### config.mk
export PLATFORM = sky130hd
export DESIGN_NAME = gate_sweep_ctrl_flat
export DESIGN_NICKNAME = d
export VERILOG_FILES = /design/src/rtl/gate_sweep_pkg.sv /design/src/rtl/gate_sweep_ctrl_if.sv /design/src/rtl/gate_sweep_ctrl_settle_timer.sv /design/src/rtl/gate_sweep_ctrl.sv /design/src/flat_wrapper.sv
export SDC_FILE = /design/constraint.sdc
export NUM_CORES = 1
export LEC_CHECK = 0
export BUFFER_PORTS_ARGS = -buffer_cell sky130_fd_sc_hd__buf_2
export CORE_MARGIN = 8
export CORE_UTILIZATION = 35
export DETAILED_ROUTE_END_ITERATION = 16
export GPL_ROUTABILITY_DRIVEN = 0
export RECOVER_POWER = 50
export SLEW_MARGIN = 20
export SYNTH_ARGS = -nofsm -noshare
export SYNTH_HDL_FRONTEND = slang
export SYNTH_SLANG_ARGS = --single-unit
### constraint.sdc
create_clock -name clk -period 6.3 [get_ports clk]
set_input_delay 0 -clock clk [delete_from_list [all_inputs] [get_ports clk]]
set_output_delay 0 -clock clk [all_outputs]
set_load 0.01 [all_outputs]
### src/rtl/gate_sweep_pkg.sv
// Shared types and sizes for the 2-input gate sweep sequencer.
package gate_sweep_pkg;
  typedef enum logic [1:0] {IDLE, DRIVE, DONE} state_t;

  localparam int NUM_VEC = 4;
  localparam int VEC_W   = 2;
  localparam int ERR_W   = 3;
endpackage

### src/rtl/gate_sweep_ctrl_if.sv
// Control/status bundle of gate_sweep_ctrl; master is the host, slave is the sequencer.
// GATE_SWEEP_FIRST_FAIL_EN adds the first-mismatch capture signals.
interface gate_sweep_ctrl_if;
  import gate_sweep_pkg::*;

  logic               start;
  logic               abort;
  logic               busy;
  logic               done;
  logic               pass;
  logic [NUM_VEC-1:0] obs_table;
  logic [ERR_W-1:0]   err_cnt;
  logic [VEC_W-1:0]   vec_idx;
`ifdef GATE_SWEEP_FIRST_FAIL_EN
  logic [VEC_W-1:0]   first_fail_idx;
  logic               first_fail_vld;
`endif

  modport master (
    output start, abort,
    input  busy, done, pass, obs_table, err_cnt, vec_idx
`ifdef GATE_SWEEP_FIRST_FAIL_EN
    , input first_fail_idx, first_fail_vld
`endif
  );

  modport slave (
    input  start, abort,
    output busy, done, pass, obs_table, err_cnt, vec_idx
`ifdef GATE_SWEEP_FIRST_FAIL_EN
    , output first_fail_idx, first_fail_vld
`endif
  );
endinterface

### src/rtl/gate_sweep_ctrl_settle_timer.sv
// Hold-time counter: tick on the cycle the count reaches SETTLE-1, then reloads to 0.
// clr forces the count to 0 and suppresses tick.
module settle_timer #(
  parameter int SETTLE = 4
) (
  input  logic clk,
  input  logic rst_n,
  input  logic clr,
  output logic tick
);
  localparam int CW = $clog2(SETTLE + 1);
  localparam logic [CW-1:0] LAST = CW'(SETTLE - 1);

  logic [CW-1:0] cnt;

  assign tick = !clr && (cnt == LAST);

  always_ff @(posedge clk or negedge rst_n) begin
    if (!rst_n) begin
      cnt <= '0;
    end else if (clr || tick) begin
      cnt <= '0;
    end else begin
      cnt <= cnt + 1'b1;
    end
  end
endmodule

### src/rtl/gate_sweep_ctrl.sv
// Sweeps all four {a,b} vectors into a gate, samples its output after SETTLE cycles each
// and scores it against EXP_TABLE. Optional GATE_SWEEP_FIRST_FAIL_EN captures the first bad vector.
module gate_sweep_ctrl
  import gate_sweep_pkg::*;
#(
  parameter int                 SETTLE    = 4,
  parameter logic [NUM_VEC-1:0] EXP_TABLE = 4'b0001
) (
  input  logic              clk,
  input  logic              rst_n,
  output logic              gate_a,
  output logic              gate_b,
  input  logic              gate_c,
  gate_sweep_ctrl_if.slave  ctl
);
  state_t             state;
  logic               busy_q;
  logic               done_q;
  logic               pass_q;
  logic [NUM_VEC-1:0] obs_q;
  logic [ERR_W-1:0]   err_q;
  logic [VEC_W-1:0]   vec_q;
  logic               tick;
  logic               mismatch;
  logic [ERR_W-1:0]   err_nxt;
  logic [VEC_W-1:0]   vec_nxt;

`ifdef GATE_SWEEP_FIRST_FAIL_EN
  logic [VEC_W-1:0]   ff_idx_q;
  logic               ff_vld_q;
  assign ctl.first_fail_idx = ff_idx_q;
  assign ctl.first_fail_vld = ff_vld_q;
`endif

  settle_timer #(.SETTLE(SETTLE)) u_timer (
    .clk   (clk),
    .rst_n (rst_n),
    .clr   (state != DRIVE),
    .tick  (tick)
  );

  assign mismatch = (gate_c != EXP_TABLE[vec_q]);
  assign err_nxt  = err_q + ERR_W'(mismatch);
  assign vec_nxt  = vec_q + 1'b1;

  assign ctl.busy      = busy_q;
  assign ctl.done      = done_q;
  assign ctl.pass      = pass_q;
  assign ctl.obs_table = obs_q;
  assign ctl.err_cnt   = err_q;
  assign ctl.vec_idx   = vec_q;

  always_ff @(posedge clk or negedge rst_n) begin
    if (!rst_n) begin
      state  <= IDLE;
      busy_q <= 1'b0;
      done_q <= 1'b0;
      pass_q <= 1'b0;
      obs_q  <= '0;
      err_q  <= '0;
      vec_q  <= '0;
      gate_a <= 1'b0;
      gate_b <= 1'b0;
`ifdef GATE_SWEEP_FIRST_FAIL_EN
      ff_idx_q <= '0;
      ff_vld_q <= 1'b0;
`endif
    end else begin
      done_q <= 1'b0;
      case (state)
        IDLE: begin
          // abort beats a simultaneous start
          if (ctl.start && !ctl.abort) begin
            state  <= DRIVE;
            busy_q <= 1'b1;
            pass_q <= 1'b0;
            obs_q  <= '0;
            err_q  <= '0;
            vec_q  <= '0;
            gate_a <= 1'b0;
            gate_b <= 1'b0;
`ifdef GATE_SWEEP_FIRST_FAIL_EN
            ff_idx_q <= '0;
            ff_vld_q <= 1'b0;
`endif
          end
        end

        DRIVE: begin
          if (ctl.abort) begin
            // partial table and error count stay visible for debug
            state  <= IDLE;
            busy_q <= 1'b0;
            pass_q <= 1'b0;
            gate_a <= 1'b0;
            gate_b <= 1'b0;
          end else if (tick) begin
            obs_q[vec_q] <= gate_c;
            err_q        <= err_nxt;
`ifdef GATE_SWEEP_FIRST_FAIL_EN
            if (mismatch && !ff_vld_q) begin
              ff_idx_q <= vec_q;
              ff_vld_q <= 1'b1;
            end
`endif
            if (vec_q == VEC_W'(NUM_VEC - 1)) begin
              state  <= DONE;
              busy_q <= 1'b0;
              done_q <= 1'b1;
              pass_q <= (err_nxt == '0);
              gate_a <= 1'b0;
              gate_b <= 1'b0;
            end else begin
              vec_q  <= vec_nxt;
              gate_a <= vec_nxt[1];
              gate_b <= vec_nxt[0];
            end
          end
        end

        DONE: begin
          state <= IDLE;
        end

        default: begin
          state <= IDLE;
        end
      endcase
    end
  end
endmodule

### src/flat_wrapper.sv
// flat-port wrapper written by rule: the top's interface ports become plain ports
module gate_sweep_ctrl_flat import gate_sweep_pkg::*;
#(
  parameter int                 SETTLE    = 4,
  parameter logic [NUM_VEC-1:0] EXP_TABLE = 4'b0001
)
  (clk, rst_n, gate_a, gate_b, gate_c, ctl_start, ctl_abort, ctl_busy, ctl_done, ctl_pass, ctl_obs_table, ctl_err_cnt, ctl_vec_idx);
  gate_sweep_ctrl_if ctl_i ();
  input  logic clk;
  input  logic rst_n;
  output logic gate_a;
  output logic gate_b;
  input  logic gate_c;
  input wire logic [$bits(ctl_i.start)-1:0] ctl_start;
  input wire logic [$bits(ctl_i.abort)-1:0] ctl_abort;
  output wire logic [$bits(ctl_i.busy)-1:0] ctl_busy;
  output wire logic [$bits(ctl_i.done)-1:0] ctl_done;
  output wire logic [$bits(ctl_i.pass)-1:0] ctl_pass;
  output wire logic [$bits(ctl_i.obs_table)-1:0] ctl_obs_table;
  output wire logic [$bits(ctl_i.err_cnt)-1:0] ctl_err_cnt;
  output wire logic [$bits(ctl_i.vec_idx)-1:0] ctl_vec_idx;
  assign ctl_i.start = ctl_start;
  assign ctl_i.abort = ctl_abort;
  assign ctl_busy = ctl_i.busy;
  assign ctl_done = ctl_i.done;
  assign ctl_pass = ctl_i.pass;
  assign ctl_obs_table = ctl_i.obs_table;
  assign ctl_err_cnt = ctl_i.err_cnt;
  assign ctl_vec_idx = ctl_i.vec_idx;
  gate_sweep_ctrl #(.SETTLE(SETTLE), .EXP_TABLE(EXP_TABLE)) u_core (.clk(clk), .rst_n(rst_n), .gate_a(gate_a), .gate_b(gate_b), .gate_c(gate_c), .ctl(ctl_i));
endmodule
# ---- Word level (Yosys, flattened, before mapping)
# Cells that the tools add are included.
dict set report classes {
  add_sub_neg 3
  magnitude_cmp 2
  n_eq_ne 11
  muxes 46
  n_reduce_logical 14
}
# op n
set op_table {}
lappend op_table {{$mux 1} 20}
lappend op_table {{$mux 2} 8}
lappend op_table {{$mux 3} 4}
lappend op_table {{$mux 4} 3}
lappend op_table {{$pmux 1 s2} 4}
lappend op_table {{$pmux 2 s2} 2}
lappend op_table {{$pmux 4 s2} 1}
lappend op_table {{$reduce_and 4->1} 2}
lappend op_table {{$ne 2x2->1 const B} 3}
lappend op_table {{$pmux 3 s2} 1}
lappend op_table {{$reduce_and 3->1} 2}
lappend op_table {{$reduce_and 5->1} 1}
lappend op_table {{$bwmux 4} 1}
lappend op_table {{$ne 2x1->1 const B} 2}
lappend op_table {{$add 3x1->3} 1}
lappend op_table {{$add 3x1->3 const B} 1}
lappend op_table {{$eq 3x2->1 const B} 1}
lappend op_table {{$logic_and 1x1->1} 3}
lappend op_table {{$logic_not 3->1} 1}
lappend op_table {{$lt 2x3->1 const B} 1}
lappend op_table {{$ne 3x2->1 const B} 1}
lappend op_table {{$ne 3x3->1 const B} 1}
lappend op_table {{$add 2x1->2 const B} 1}
lappend op_table {{$bmux 1 s2} 1}
lappend op_table {{9 further kinds} 10}
dict set report word_totals {
  register_bits 19
  inputBits 5
  out_inout_bits 14
  elab_cells 86
}

# ---- Logic depth before layout (Yosys ltp)
# Gate-level depths: netlist of run 1.
dict set report depth {
  depth_word 9
  depth_mapped 8
  mapped_depth_nobuf 8
}

# ---- Hierarchy
# A second synthesis of run 1 with hierarchy kept.
dict set report unflattened {
  cells_unflattened 101
  hier_area_um2 1058.5
}
# module n_inst cells_per_inst area_per_inst_um2 seq_area_each_um2
set by_module_without_submodules {}
lappend by_module_without_submodules {gate_sweep_ctrl 1 91 925.9 400.4}
lappend by_module_without_submodules {settle_timer 1 10 132.6 75.1}

# ---- Worst setup path before layout of run 1
# No wires, ideal clock.
dict set report synth_path {
  kind {reg2reg}
  from {register u_core.vec_q[0] (netlist: u_core.ctl.vec_idx[0])}
  to {register u_core.pass_q (netlist: u_core.ctl.pass)}
  setup_time_ps 95
  arrival_time_ps 2146
  t_required_ps 6205
  path_slack_ps 4058
  path_stages_with_launch 8
  path_buffers 0
  synth_period_minus_slack_ps 2242
  path_cell_list {dfrtp_1 inv_1 ha_1 ha_1 ha_1 ha_1 or4_1 o31ai_1}
}
dict set report synth_via {
  elab_chain_cells 9
  word_cells_on_any_way 12
  cone_classes {add/sub (1); eq/ne (3); mux (6); reduce/logical (2)}
}
# item line_no
set synth_lines {}
lappend synth_lines {{start, declared} gate_sweep_ctrl.sv:22} ;# logic [VEC_W-1:0] vec_q;
lappend synth_lines {{start signal, assigned} gate_sweep_ctrl.sv:114} ;# vec_q <= vec_nxt;
lappend synth_lines {{$bmux 1 s2} gate_sweep_ctrl.sv:42} ;# assign mismatch = (gate_c != EXP_TABLE[vec_q]);
lappend synth_lines {{$mux 1 (implied by the code)} gate_sweep_ctrl.sv:42}
lappend synth_lines {{$ne 1x1->1} gate_sweep_ctrl.sv:42}
lappend synth_lines {{$add 3x1->3} gate_sweep_ctrl.sv:43} ;# assign err_nxt = err_q + ERR_W'(mismatch);
lappend synth_lines {{$logic_not 3->1} gate_sweep_ctrl.sv:110} ;# pass_q <= (err_nxt == '0);
lappend synth_lines {{$mux 1} gate_sweep_ctrl.sv:106} ;# if (vec_q == VEC_W'(NUM_VEC - 1)) begin
lappend synth_lines {{$mux 1} gate_sweep_ctrl.sv:97} ;# end else if (tick) begin
lappend synth_lines {{$mux 1} gate_sweep_ctrl.sv:90} ;# if (ctl.abort) begin
lappend synth_lines {{$pmux 1 s2} gate_sweep_ctrl.sv:70} ;# case (state)
lappend synth_lines {{end signal, assigned} gate_sweep_ctrl.sv:110}
lappend synth_lines {{end, declared} gate_sweep_ctrl.sv:19} ;# logic pass_q;
# Several ways; a longest one is shown, not always the timed one. The select of a mux whose other input is x is not followed.
# A chain may end at the register's enable or synchronous reset.

# ---- Final worst setup path of run 1
# Same ends and word-level chain as after synthesis.

==> metrics.sh, run 1 <==
RUN_STATUS='finished clean'
TRITONCTS_BUFFERS=3
CLK_PIN_SLEW_WORST_PATHS_NS=0.10
MOSTFREQUENTLAYOUTCELL='sky130_fd_sc_hd__dfrtp_1'
LAYOUTNONFILLERINSTCOUNT=147
DRIVE_ABOVE_1_SHARE_PCT=13.8
NETS_IN_THE_SYNTHESIZED_NETLIST=111
CRITICAL_PATH_CLASS='flop to flop'
TRACK_USAGE_PCT=9.38
NETLIST_AREA_MM2=0.00101
WORST_EP_REQUIRED_TIME_NS=6.52
DIE_AREA_MM2=0.00486
GRT_ANTENNA_BEFORE_REPAIR=0
CLOCK-ROOT-BUFFER='sky130_fd_sc_hd__clkbuf_4'
TIMING.FINAL.CRIT_PERIOD_NS=2.29
FINAL_MIN_PERIOD_OVER_CLOCK_PERIOD_PCT=36.4
VIAS=750
NUMBER_OF_OPTIMIZATION_ITERATIONS_IN_THE_FIRST_DETAILED_ROUTE_PASS=4
ROUTE.DETAILED.DRC=0
FLOW.AREA_GROWTH_FROM_SYNTHESIS_PCT=14.1
GLOBALROUTEOVERFLOWTOTAL=0
FINAL-HOLD-VIOLATION-COUNT=0
INITIAL_DETAILED_ROUTING_VIOLATION_COUNT=12
CLOCK_PATH_BUFFERS=2
SETUP_VIOL_COUNT_FINAL=0
DETAILEDPLACEMENTHPWL_UM=1570
SYNTH_TOP_AREA_SHARE_PCT=47.0
POWER_REPORT.INTERNAL_TOTAL_uW=163
YS_TYPES=31
CLOCK.FMAX_MHz=437
COUNT_OF_BUFFERS_FROM_PORT_BUFFERING=18
NNETSFINAL=131
PIN_COUNT_OF_THE_BIGGEST_NET_ENTERING_GLOBAL_ROUTING=20
FINAL_WORST_CLOCK_SKEW_NS=0.00164
TOTALWIRELENGTH_UM=2050
SETUP_TNS_NS=0
SYNTH.AREA.TOP_CELLS='sky130_fd_sc_hd__dfrtp_1 47%, sky130_fd_sc_hd__ha_1 11%, sky130_fd_sc_hd__inv_1 3.3%'
CTS_RESIZED=0
SYNTHDOMINANTAREACELLTYPE='sky130_fd_sc_hd__dfrtp_1'
INITIAL_CORE_UTIL_PCT=36.7
YOSYSSEQAREASHARE_PCT=47.0
GRT_PASS1_WL_UM=3730
ANTENNA_VIOLATING_NETS_POST_ROUTE=0
CLKSINKCOUNT=19
CLOCK_INSERTION_DELAY_WORST_SKEW_NS=0.30
CORE_AREA_MM2=0.00276
SYNTH-SEQ-CELLS=19
P_CLK_SHARE_PCT=28.2
DIE_H_UM=69.7
REPORT.FINAL.SLEW_VIOL_COUNT=0
WORST-ENDPOINT-ARRIVAL_NS=2.51
SETUP.WORST_PATH.END_CLASS='flop'
PLACE_INST=141
SYN_AREA_PER_CELL_UM2=10.4
SYNTH-EDFF-COUNT=0
SWITCHING_POWER_uW=59.6
CRIT_PATH_START_KIND='flop'
SEQ_POWER_SHARE_PCT=58.8
CTS_POST_SETUP_BUFFERS_INSERTED=0
MAX_CAP_VIOL_COUNT=0
CTS_TREE='built'
ANTENNA-DIODE-COUNT=0
UNREPAIRED_SETUP_ENDPOINTS_AFTER_GLOBAL_ROUTING='false'
RELSLEWSLACK_PCT=32.8
POWERDENSITY_mW_PER_MM2=193
CTS-HOLD-FIX-BUFFERS=2
P_LEAK_nW=0.552
SYNTH.YOSYS.WARNINGS=0
PREVAILING_POST_SYNTH_REGISTER_CELL='sky130_fd_sc_hd__dfrtp_1'
MOST-COMMON-LAYOUT-CELLS='19 x sky130_fd_sc_hd__dfrtp_1, 10 x sky130_fd_sc_hd__buf_2, 9 x sky130_fd_sc_hd__inv_1, 9 x sky130_fd_sc_hd__ha_1, 9 x sky130_fd_sc_hd__clkbuf_1'
DIE_WIDTH_UM=69.7
PEAKVDDDROP_mV=0.0841
COMB_POWER_SHARE_PCT=13.0
NETSWITCHINGFRACTION_PCT=26.8
DETAIL_ROUTE.VIAS_PER_CELL=5.10
H-TREE-DEPTH=1
SYNTH-ASYNC-RESET-RATIO_PCT=100
VIA_COUNT_OF_THE_FIRST_GLOBAL_ROUTING_PASS=764
TIMING.CRITICAL_PATH.FANOUT_MAX=6
AVERAGE_DETAILED_ROUTED_WIRE_LENGTH_PER_INSTANCE_UM=13.9
POST_SYNTHESIS_INSTANCE_TOTAL=97
FLOORPLAN.ROWS=19
TOP_LEVEL_PORTS=19
HOLD_CLASS='primary input to flop'
WORST-SLEW-PIN-TRANSITION_NS=1.01
registers in the layout (all words and copies together) (netlist names):
register,flops
u_core.ctl.err_cnt,3
u_core.gate_a,1
u_core.state,2
u_core.ctl.done,1
u_core.ctl.vec_idx,2
u_core.ctl.obs_table,4
u_core.gate_b,1
u_core.ctl.pass,1
u_core.ctl.busy,1
u_core.u_timer.cnt,3
cell usage after synthesis (all sizes together) (2+ instances only):
cell	number
nor2	4
mux2	2
o31ai	4
clkbuf	4
nand2	6
o21ai	6
a22o	2
a21o	3
a211oi	3
dfrtp	19
ha	9
nor3b	3
o22ai	3
nor3	4
inv	9
nand2b	2
cell families (layout without fill, tap and decap cells):
group | count (synthesis) | count (layout) | share of synthesized area (%)
buf+inv | 14 | 33 | 5.57
mux | 3 | 3 | 3.22
flops | 19 | 19 | 47.0
compound gates | 26 | 26 | 17.7
xor+xnor | 1 | 1 | 0.866
simple gates | 25 | 25 | 14.5
fa+ha+maj | 9 | 9 | 11.1
power groups by stage:
stage               combinational, mW  clock [mW]  sequential, mW
finish                         0.0289      0.0628           0.131
floorplan                      0.0181           0           0.133
CTS                            0.0300      0.0652           0.131
global route                   0.0337      0.0705           0.132
global placement               0.0285           0           0.133
detailed placement             0.0290           0           0.133
worst max-delay path, cell delays in order (launching register included):
cell and delay, ns:
sky130_fd_sc_hd__dfrtp_1 0.44, sky130_fd_sc_hd__inv_1 0.09, sky130_fd_sc_hd__ha_1 0.24, sky130_fd_sc_hd__ha_1 0.28
sky130_fd_sc_hd__ha_1 0.18, sky130_fd_sc_hd__ha_1 0.28, sky130_fd_sc_hd__or4_1 0.52, sky130_fd_sc_hd__o31ai_1 0.19
area by class of cell:
class / count / area (um2)
clock buffer: 4 / 26.3
fill: 282 / 1600
inverter: 9 / 33.8
multi-input combinational: 64 / 479
sequential: 19 / 475
tap: 31 / 38.8
timing repair buffer: 20 / 100
routing by layer:
| layer | GRT usage [%] | part of all wire (%) | up-vias |
|---|---|---|---|
| met5 | 0 | 0 | - |
| met4 | 6.03 | 2.9 | 0 |
| met3 | 3.58 | 5.8 | 5 |
| met2 | 13.9 | 45 | 12 |
| met1 | 11.0 | 46 | 348 |
| li1 | - | - | 385 |
through the flow:
stage	instance area, um2	setup WS (ns)	hold WS (ns)	total power [mW]	util (%)
after floorplan	1010	4.06	-0.296	0.151	-
after global placement	1120	4.07	-0.0415	0.162	40.5
after global routing	1150	3.91	0.0325	0.236	41.8
after detailed placement	1120	3.99	-0.0327	0.162	40.5
final	1150	4.01	0.0316	0.223	41.8
after CTS	1160	3.99	0.0276	0.226	42.2
final timing paths:
path / slack [ns] / from / end / cells past startpoint
worst max-delay path: 4.01 / u_core.ctl.vec_idx[0] / u_core.ctl.pass / 7
worst min-delay path: 0.03 / gate_c / u_core.ctl.obs_table[1] / 3
worst max register to register: 4.01 / u_core.ctl.vec_idx[0] / u_core.ctl.pass / 7
worst min register to register: 0.46 / u_core.u_timer.cnt[0] / u_core.u_timer.cnt[0] / 1
max in group asynchronous: 5.33 / rst_n / u_core.ctl.err_cnt[0] / 2
min in group asynchronous: 0.37 / rst_n / u_core.gate_a / 2
(Power assumes the default switching activity.)
==> run 2: changes to the inputs <==
ABC_AREA = 1   (was not set)
clock period = 2.3 ns   (was 6.3 ns; I/O delays follow)
==> run 2 against run 1 <==
Die area increased by 5.6%. Clock-buffer cell count unchanged. Synthesized cell count increased by 32%. Utilization decreased by 0.50 points. Via count increased by 21%. Largest cell class unchanged. Routed wire length increased by 12%. Hold slack improved by 0.062 ns. Largest power group is now combinational logic. Combinational power increased to 24 times the previous value. Clock skew increased by 0.0096 ns. Cell count increased by 25%. Critical endpoint unchanged. First-iteration DRC count increased to 3.4 times the previous value. Non-clock buffer count unchanged.
==> metrics.sh, run 2 <==
SYNTH.YOSYS.WARNINGS=0
ANTENNA-DIODE-COUNT=0
P_LEAK_nW=0.655
FINAL_UTIL_PCT=41.3
WORST-ENDPOINT-ARRIVAL_NS=2.17
FINAL-HOLD-VIOLATION-COUNT=0
PREVAILING_POST_SYNTH_REGISTER_CELL='sky130_fd_sc_hd__dfrtp_1'
RR_ENDPOINT='u_core.ctl.pass'
SYNTHDOMINANTAREACELLTYPE='sky130_fd_sc_hd__dfrtp_1'
INITIAL_CORE_UTIL_PCT=36.1
DETAILEDPLACEMENTHPWL_UM=1790
TRACK_USAGE_PCT=10.2
H-TREE-DEPTH=1
CRIT_PATH_MAX_INCR_DELAY_NS=0.47
DIE_WIDTH_UM=71.7
FINAL_WORST_CLOCK_SKEW_NS=0.0112
YOSYSSEQAREASHARE_PCT=43.8
NETLIST_AREA_MM2=0.00108
RELSLEWSLACK_PCT=31.3
DIE_H_UM=71.7
CLK_PIN_SLEW_WORST_PATHS_NS=0.11
REPORT.FINAL.SLEW_VIOL_COUNT=0
WORSTPATHCELLLIST='inv_1 -> ha_1 -> ha_1 -> ha_1 -> ha_1 -> nor2_1 -> nand2_1 -> nor2_1 -> nand2_1 -> nand2_1'
GLOBALROUTEOVERFLOWTOTAL=0
TIMING.CRITICAL_PATH.BUF_INV=1
SYNTH-ASYNC-RESET-RATIO_PCT=100
SYNTH-EDFF-COUNT=0
FLOW.AREA_GROWTH_FROM_SYNTHESIS_PCT=14.4
CLKSINKCOUNT=19
PLACE_INST=178
REG2REG_SLACK_NS=0.38
MOSTFREQUENTLAYOUTCELL='sky130_fd_sc_hd__nand2_1'
VIA_COUNT_OF_THE_FIRST_GLOBAL_ROUTING_PASS=953
NETS_IN_THE_SYNTHESIZED_NETLIST=142
CRITICAL_PATH.TOP_DELAY_FAMILY='adder cells'
DR.MAX_LAYER_USED='met4'
LARGEST_REGISTER_FFS=4
ANTENNA_VIOLATING_NETS_POST_ROUTE=0
HOLD_END='u_core.state[0]'
INITIAL_DETAILED_ROUTING_VIOLATION_COUNT=41
YOSYSMOSTFREQUENTCELL='sky130_fd_sc_hd__nand2_1'
DIE_AREA_MM2=0.00514
WORST_EP_REQUIRED_TIME_NS=2.55
CRIT_PATH_START_KIND='flop'
GRT_ANTENNA_BEFORE_REPAIR=0
M1_WIRE_LENGTH_UM=1030
COUNT_OF_BUFFERS_FROM_PORT_BUFFERING=18
TIMING.CRITICAL_PATH.FANOUT_MAX=6
CTS_POST_SETUP_BUFFERS_INSERTED=0
SETUP.WORST_PATH.END_CLASS='flop'
TOP_POST_SYNTHESIS_CELLS_BY_COUNT='35 x sky130_fd_sc_hd__nand2_1, 19 x sky130_fd_sc_hd__dfrtp_1, 15 x sky130_fd_sc_hd__nor2_1'
POST_SYNTHESIS_INSTANCE_TOTAL=128
CLOCK.FMAX_MHz=521
TOTALPOWERFINAL_mW=1.42
HOLD_PATH_STARTPOINT='ctl_abort'
CLOCK_PATH_BUFFERS=2
POWERDENSITY_mW_PER_MM2=1140
PEAKVDDDROP_mV=0.354
SYN_AREA_PER_CELL_UM2=8.47
CORE_AREA_MM2=0.00300
MAX_CAP_VIOL_COUNT=0
VIAS=904
AVERAGE_DETAILED_ROUTED_WIRE_LENGTH_PER_INSTANCE_UM=12.5
SETUP_VIOL_COUNT_FINAL=0
SETUP_TNS_NS=0
WORST_PATH_MAX_DELAY_CELL='sky130_fd_sc_hd__dfrtp_1'
LAYOUT.CELL_AREA.NON_FILLER_MM2=0.00124
WL_MET3_UM=131
FILLERS=315
GRT_PASS1_WL_UM=4270
SYNTH-SEQ-CELLS=19
WORST-SLEW-PIN-TRANSITION_NS=1.03
YS_TYPES=21
UNREPAIRED_SETUP_ENDPOINTS_AFTER_GLOBAL_ROUTING='false'
CRITICAL_PATH.REG2REG.STARTPOINT='u_core.ctl.vec_idx[0]'
RUN_STATUS='finished clean'
TOTALWIRELENGTH_UM=2300
TIMING.FINAL.CRIT_PERIOD_NS=1.92
DRIVE_ABOVE_1_SHARE_PCT=18.5
ROUTE.DETAILED.DRC=0
NNETSFINAL=166
DPL-INSTANCE-AREA_MM2=0.00120
RR_WORST_DEPTH=10
MET2_WIRELENGTH_UM=1120
CRITICAL_PATH_CLASS='flop to flop'
FINAL_MIN_PERIOD_OVER_CLOCK_PERIOD_PCT=83.4
CLOCK-ROOT-BUFFER='sky130_fd_sc_hd__clkbuf_4'
MOST-COMMON-LAYOUT-CELLS='35 x sky130_fd_sc_hd__nand2_1, 19 x sky130_fd_sc_hd__dfrtp_1, 15 x sky130_fd_sc_hd__nor2_1, 12 x sky130_fd_sc_hd__inv_1, 10 x sky130_fd_sc_hd__buf_2'
TRITONCTS_BUFFERS=3
HOLD_CLASS='primary input to flop'
NUMBER_OF_OPTIMIZATION_ITERATIONS_IN_THE_FIRST_DETAILED_ROUTE_PASS=4
FLOORPLAN.ROWS=20
PIN_COUNT_OF_THE_BIGGEST_NET_ENTERING_GLOBAL_ROUTING=20
CTS_TREE='built'
SYNTH_TOP_AREA_SHARE_PCT=43.8
CTS_RESIZED=0
SYNTH.AREA.TOP_CELLS='sky130_fd_sc_hd__dfrtp_1 44%, sky130_fd_sc_hd__nand2_1 12%, sky130_fd_sc_hd__ha_1 10%'
LAYOUTNONFILLERINSTCOUNT=184
LIBRARY_CELL_APPEARING_MOST_OFTEN_ON_THE_CRITICAL_PATH='sky130_fd_sc_hd__ha_1'
DETAIL_ROUTE.VIAS_PER_CELL=4.91
TOP_LEVEL_PORTS=19
HOLD_PATH_DEPTH=4
CLOCK_INSERTION_DELAY_WORST_SKEW_NS=0.30
## run 2: changes by cell type in the layout (fill, tap and decap cells not counted), sizes merged, moves of 4 or more
| cell | before | now |
|---|---|---|
| nand3 | 0 | 8 |
| nand4 | 1 | 9 |
| nand2 | 6 | 40 |
| nor2 | 4 | 17 |
| nor3 | 4 | 0 |
| inv | 9 | 15 |
| o31ai | 4 | 0 |
## run 2: worst max path at each step
| stage | depth (start not counted) | to | from |
|---|---|---|---|
| 6_report | 10 | u_core.ctl.pass | u_core.ctl.vec_idx[0] |
| 5_1_grt | 10 | u_core.ctl.pass | u_core.ctl.vec_idx[0] |
| 4_1_cts | 10 | u_core.ctl.pass | u_core.ctl.vec_idx[0] |
| 3_5_place_dp | 10 | u_core.ctl.pass | u_core.ctl.vec_idx[0] |
| 3_3_place_gp | 10 | u_core.ctl.pass | u_core.ctl.vec_idx[0] |
| 2_1_floorplan | 10 | u_core.ctl.pass | u_core.ctl.vec_idx[0] |
## run 2: tightest hold or removal path, stage by stage
cell and delay, ns:
sky130_fd_sc_hd__buf_2 0.15, sky130_fd_sc_hd__nor2_2 0.07, sky130_fd_sc_hd__nand2_2 0.06, sky130_fd_sc_hd__o21ai_0 0.07
## run 2: area by class of cell
cell class              count  area, um2  share of cell area (%)
multi-input cells          93        539                    43.4
flip-flops and latches     19        475                    38.3
clock buffers               4       26.3                    2.12
repair buffers             20        100                    8.06
inverters                  15       58.8                    4.74
well taps                  33       41.3                    3.33
## run 2: power breakdown
group          switching, mW  total [mW]  internal, mW  leakage, nW
clock                  0.101       0.168        0.0675       0.0150
combinational          0.441       0.703         0.262        0.387
sequential             0.109       0.544         0.434        0.253
total                  0.651        1.42         0.764        0.655
## run 2: timing repair
action,4_1_cts,5_1_grt
hold buffers,2,0
endpoints found under the setup margin,0,0
hold endpoints to repair,20,0
## run 2: cells by family (layout without fill, tap and decap cells)
| kind of cell | after synthesis | after routing | synth area share, % |
|---|---|---|---|
| flip-flops | 19 | 19 | 43.8 |
| adder cells (fa/ha/maj) | 9 | 9 | 10.4 |
| AO/OA/AOI/OAI | 9 | 9 | 6.23 |
| XOR/XNOR | 1 | 1 | 0.808 |
| AND/OR/NAND/NOR | 74 | 74 | 32.3 |
| buffers and inverters | 16 | 39 | 6.46 |
## run 2: layer usage
| metal | vias up | track usage, % |
|---|---|---|
| met5 | - | 0 |
| met4 | 0 | 1.36 |
| met3 | 2 | 3.63 |
| met2 | 18 | 18.2 |
| met1 | 423 | 11.4 |
| li1 | 461 | - |
## run 2: metrics by stage
stage          hold slack, ns  worst slack [ns]
2_1_floorplan          -0.296             0.470
3_3_place_gp          -0.0380             0.460
3_5_place_dp          -0.0278             0.409
4_1_cts                0.0827             0.382
5_1_grt                0.0879             0.236
6_report               0.0938             0.382
==> run 3: changes to the inputs <==
ABC_AREA = 0   (was 1)
clock period = 1.95 ns   (was 2.3 ns; I/O delays follow)
==> run 3 against run 2 <==
The flow now finishes with violations (setup timing). Sequential cell count unchanged. Utilization grew 5.1 points. Clock power grew 24%. Critical path depth down 3. Routed wire length grew 1.2%. Clock skew decreased by 0.0017 ns. First-iteration DRC count decreased by 71%. Sequential share of layout area shrank 1.1 points. Register-to-register slack worse by 0.43 ns. Via count fell by 11%. Highest routed layer unchanged. Sequential power down 22%.
==> metrics.sh, run 3 (synthesis gave the netlist of run 1 again) <==
RUN_STATUS='complete, but fails checks'
FAILING_CHECKS='setup timing'
REPORT.FINAL.SLEW_VIOL_COUNT=0
SETUP_TNS_NS=-0.0472
RELSLEWSLACK_PCT=30.3
POWER_REPORT.INTERNAL_TOTAL_uW=542
SEQ_POWER_SHARE_PCT=56.6
HOLD_SLACK_NS=0.0680
CLOCK.FMAX_MHz=501
POWERDENSITY_mW_PER_MM2=586
TIMING.CRITICAL_PATH.FANOUT_MAX=2
DETAILEDPLACEMENTHPWL_UM=1690
CLKSINKCOUNT=19
INITIAL_DETAILED_ROUTING_VIOLATION_COUNT=12
DIE_WIDTH_UM=69.7
GLOBALROUTEOVERFLOWTOTAL=0
FLOORPLAN.ROWS=19
CRITICAL_PATH_CLASS='flop to flop'
DIE_AREA_MM2=0.00486
WORSTPATHCELLLIST='inv_2 -> ha_4 -> ha_4 -> ha_4 -> ha_4 -> or4_4 -> o31ai_4'
FINAL_MIN_PERIOD_OVER_CLOCK_PERIOD_PCT=102
MOSTFREQUENTLAYOUTCELL='sky130_fd_sc_hd__dfrtp_1'
WORST-ENDPOINT-ARRIVAL_NS=2.22
DRIVE_ABOVE_1_SHARE_PCT=27.6
SWITCHING_POWER_uW=208
REG2REG_SLACK_NS=-0.05
FINAL_WORST_CLOCK_SKEW_NS=0.00947
TRACK_USAGE_PCT=10.0
TOTALWIRELENGTH_UM=2320
CORE_AREA_MM2=0.00276
COUNT_OF_BUFFERS_FROM_PORT_BUFFERING=18
MAX_CAP_VIOL_COUNT=0
NUMBER_OF_OPTIMIZATION_ITERATIONS_IN_THE_FIRST_DETAILED_ROUTE_PASS=2
SETUP.WORST_PATH.END_CLASS='flop'
CLOCK_PATH_BUFFERS=2
PIN_COUNT_OF_THE_BIGGEST_NET_ENTERING_GLOBAL_ROUTING=20
AVERAGE_DETAILED_ROUTED_WIRE_LENGTH_PER_INSTANCE_UM=15.1
NNETSFINAL=138
P_LEAK_nW=0.591
COMB_POWER_SHARE_PCT=15.6
MOST-COMMON-LAYOUT-CELLS='18 x sky130_fd_sc_hd__dfrtp_1, 11 x sky130_fd_sc_hd__buf_2, 8 x sky130_fd_sc_hd__clkbuf_1, 7 x sky130_fd_sc_hd__inv_1, 7 x sky130_fd_sc_hd__buf_4'
HOLD_CLASS='primary input to flop'
WORST_EP_REQUIRED_TIME_NS=2.18
TOP_LEVEL_PORTS=19
CLOCK-ROOT-BUFFER='sky130_fd_sc_hd__clkbuf_4'
CLOCK_INSERTION_DELAY_WORST_SKEW_NS=0.30
CRIT_PATH_START_KIND='flop'
FLOW.AREA_GROWTH_FROM_SYNTHESIS_PCT=26.6
CLK_PIN_SLEW_WORST_PATHS_NS=0.12
GRT_ANTENNA_BEFORE_REPAIR=0
ANTENNA-DIODE-COUNT=0
P_CLK_SHARE_PCT=27.7
ANTENNA_VIOLATING_NETS_POST_ROUTE=0
VIAS=804
CRIT_PATH_MAX_INCR_DELAY_NS=0.52
FILLERS=272
FF_LATCH_AREA_UM2=477
GRT_PASS1_WL_UM=4060
UNREPAIRED_SETUP_ENDPOINTS_AFTER_GLOBAL_ROUTING='true'
DIE_H_UM=69.7
TRITONCTS_BUFFERS=3
MULTI_INPUT_COMB_AREA_UM2=551
H-TREE-DEPTH=1
NETSWITCHINGFRACTION_PCT=27.8
DETAIL_ROUTE.VIAS_PER_CELL=5.22
SETUP_VIOL_COUNT_FINAL=1
CTS_TREE='built'
INITIAL_CORE_UTIL_PCT=36.7
TIMING.FINAL.CRIT_PERIOD_NS=2.00
WORST_PATH_MAX_DELAY_CELL='sky130_fd_sc_hd__or4_4'
LIBRARY_CELL_APPEARING_MOST_OFTEN_ON_THE_CRITICAL_PATH='sky130_fd_sc_hd__ha_4'
PEAKVDDDROP_mV=0.328
FINAL-HOLD-VIOLATION-COUNT=0
WORST-SLEW-PIN-TRANSITION_NS=1.04
ROUTE.DETAILED.DRC=0
LARGEST_REGISTER_FFS=4
VIA_COUNT_OF_THE_FIRST_GLOBAL_ROUTING_PASS=872
FINAL.SETUP.WORST_SLACK_NS=-0.0472
## run 3: changes by cell type in the layout (fill, tap and decap cells not counted), sizes merged, moves of 4 or more
cell | previous run | this run
inv | 15 | 9
nand2 | 40 | 6
nand3 | 8 | 0
nand4 | 9 | 1
nor3 | 0 | 4
nor2 | 17 | 4
buf | 10 | 18
o31ai | 0 | 4
## run 3: worst paths after layout
| kind | startpoint | end | cells after the start |
|---|---|---|---|
| max | u_core.ctl.vec_idx[0] | u_core.ctl.pass | 7 |
| min | gate_c | u_core.ctl.obs_table[1] | 3 |
| max reg2reg | u_core.ctl.vec_idx[0] | u_core.ctl.pass | 7 |
| min reg2reg | u_core.u_timer.cnt[0] | u_core.u_timer.cnt[0] | 1 |
| max in group asynchronous | rst_n | u_core.ctl.vec_idx[0] | 2 |
| min in group asynchronous | rst_n | u_core.ctl.pass | 2 |
## run 3: stage by stage
stage	utilization, %	worst slack, ns	cell area [um2]	instances	power [mW]
3_5_place_dp	43.6	-0.183	1200	147	0.544
4_1_cts	46.0	-0.0849	1270	154	0.762
5_1_grt	46.4	-0.0981	1280	154	0.786
2_1_floorplan	-	-0.167	1050	97	0.500
3_3_place_gp	43.6	-0.104	1200	147	0.539
6_report	46.4	-0.0472	1280	154	0.750
## run 3: layer usage
metal	up-vias	GRT usage, %	part of all wire [%]
li1	399	-	-
met1	386	12.5	50
met2	15	15.8	45
met3	4	2.43	4.2
met4	0	4.69	1.2
met5	-	0	0
## run 3: critical path, delay by kind of cell, from the launching register on
kind	cells	cell delay (ns)
adder cells (fa/ha/maj)	4	0.72
flip-flops	1	0.43
AND/OR/NAND/NOR	1	0.52
AO/OA/AOI/OAI	1	0.18
buffers and inverters	1	0.08
## run 3: repair_timing
action | CTS | global route
endpoints found under the setup margin | 1 | 9
endpoints found under the hold margin | 21 | 0
pin swaps | 5 | 0
setup buffers | 1 | 0
gates resized for setup | 3 | 4
hold buffers | 2 | 0
## run 3: layout make-up
type	count	share of cell area, %
well taps	31	3.03
flip-flops and latches	19	37.2
multi-input cells	64	43.0
clock buffers	4	2.05
repair buffers	27	12.0
inverters	9	2.64
## run 3: power by group through the flow
stage	combinational [mW]	clock [mW]	sequential, mW
3_5_place_dp	0.112	0	0.433
2_1_floorplan	0.0674	0	0.433
5_1_grt	0.134	0.224	0.428
3_3_place_gp	0.107	0	0.432
6_report	0.117	0.208	0.425
4_1_cts	0.117	0.220	0.426
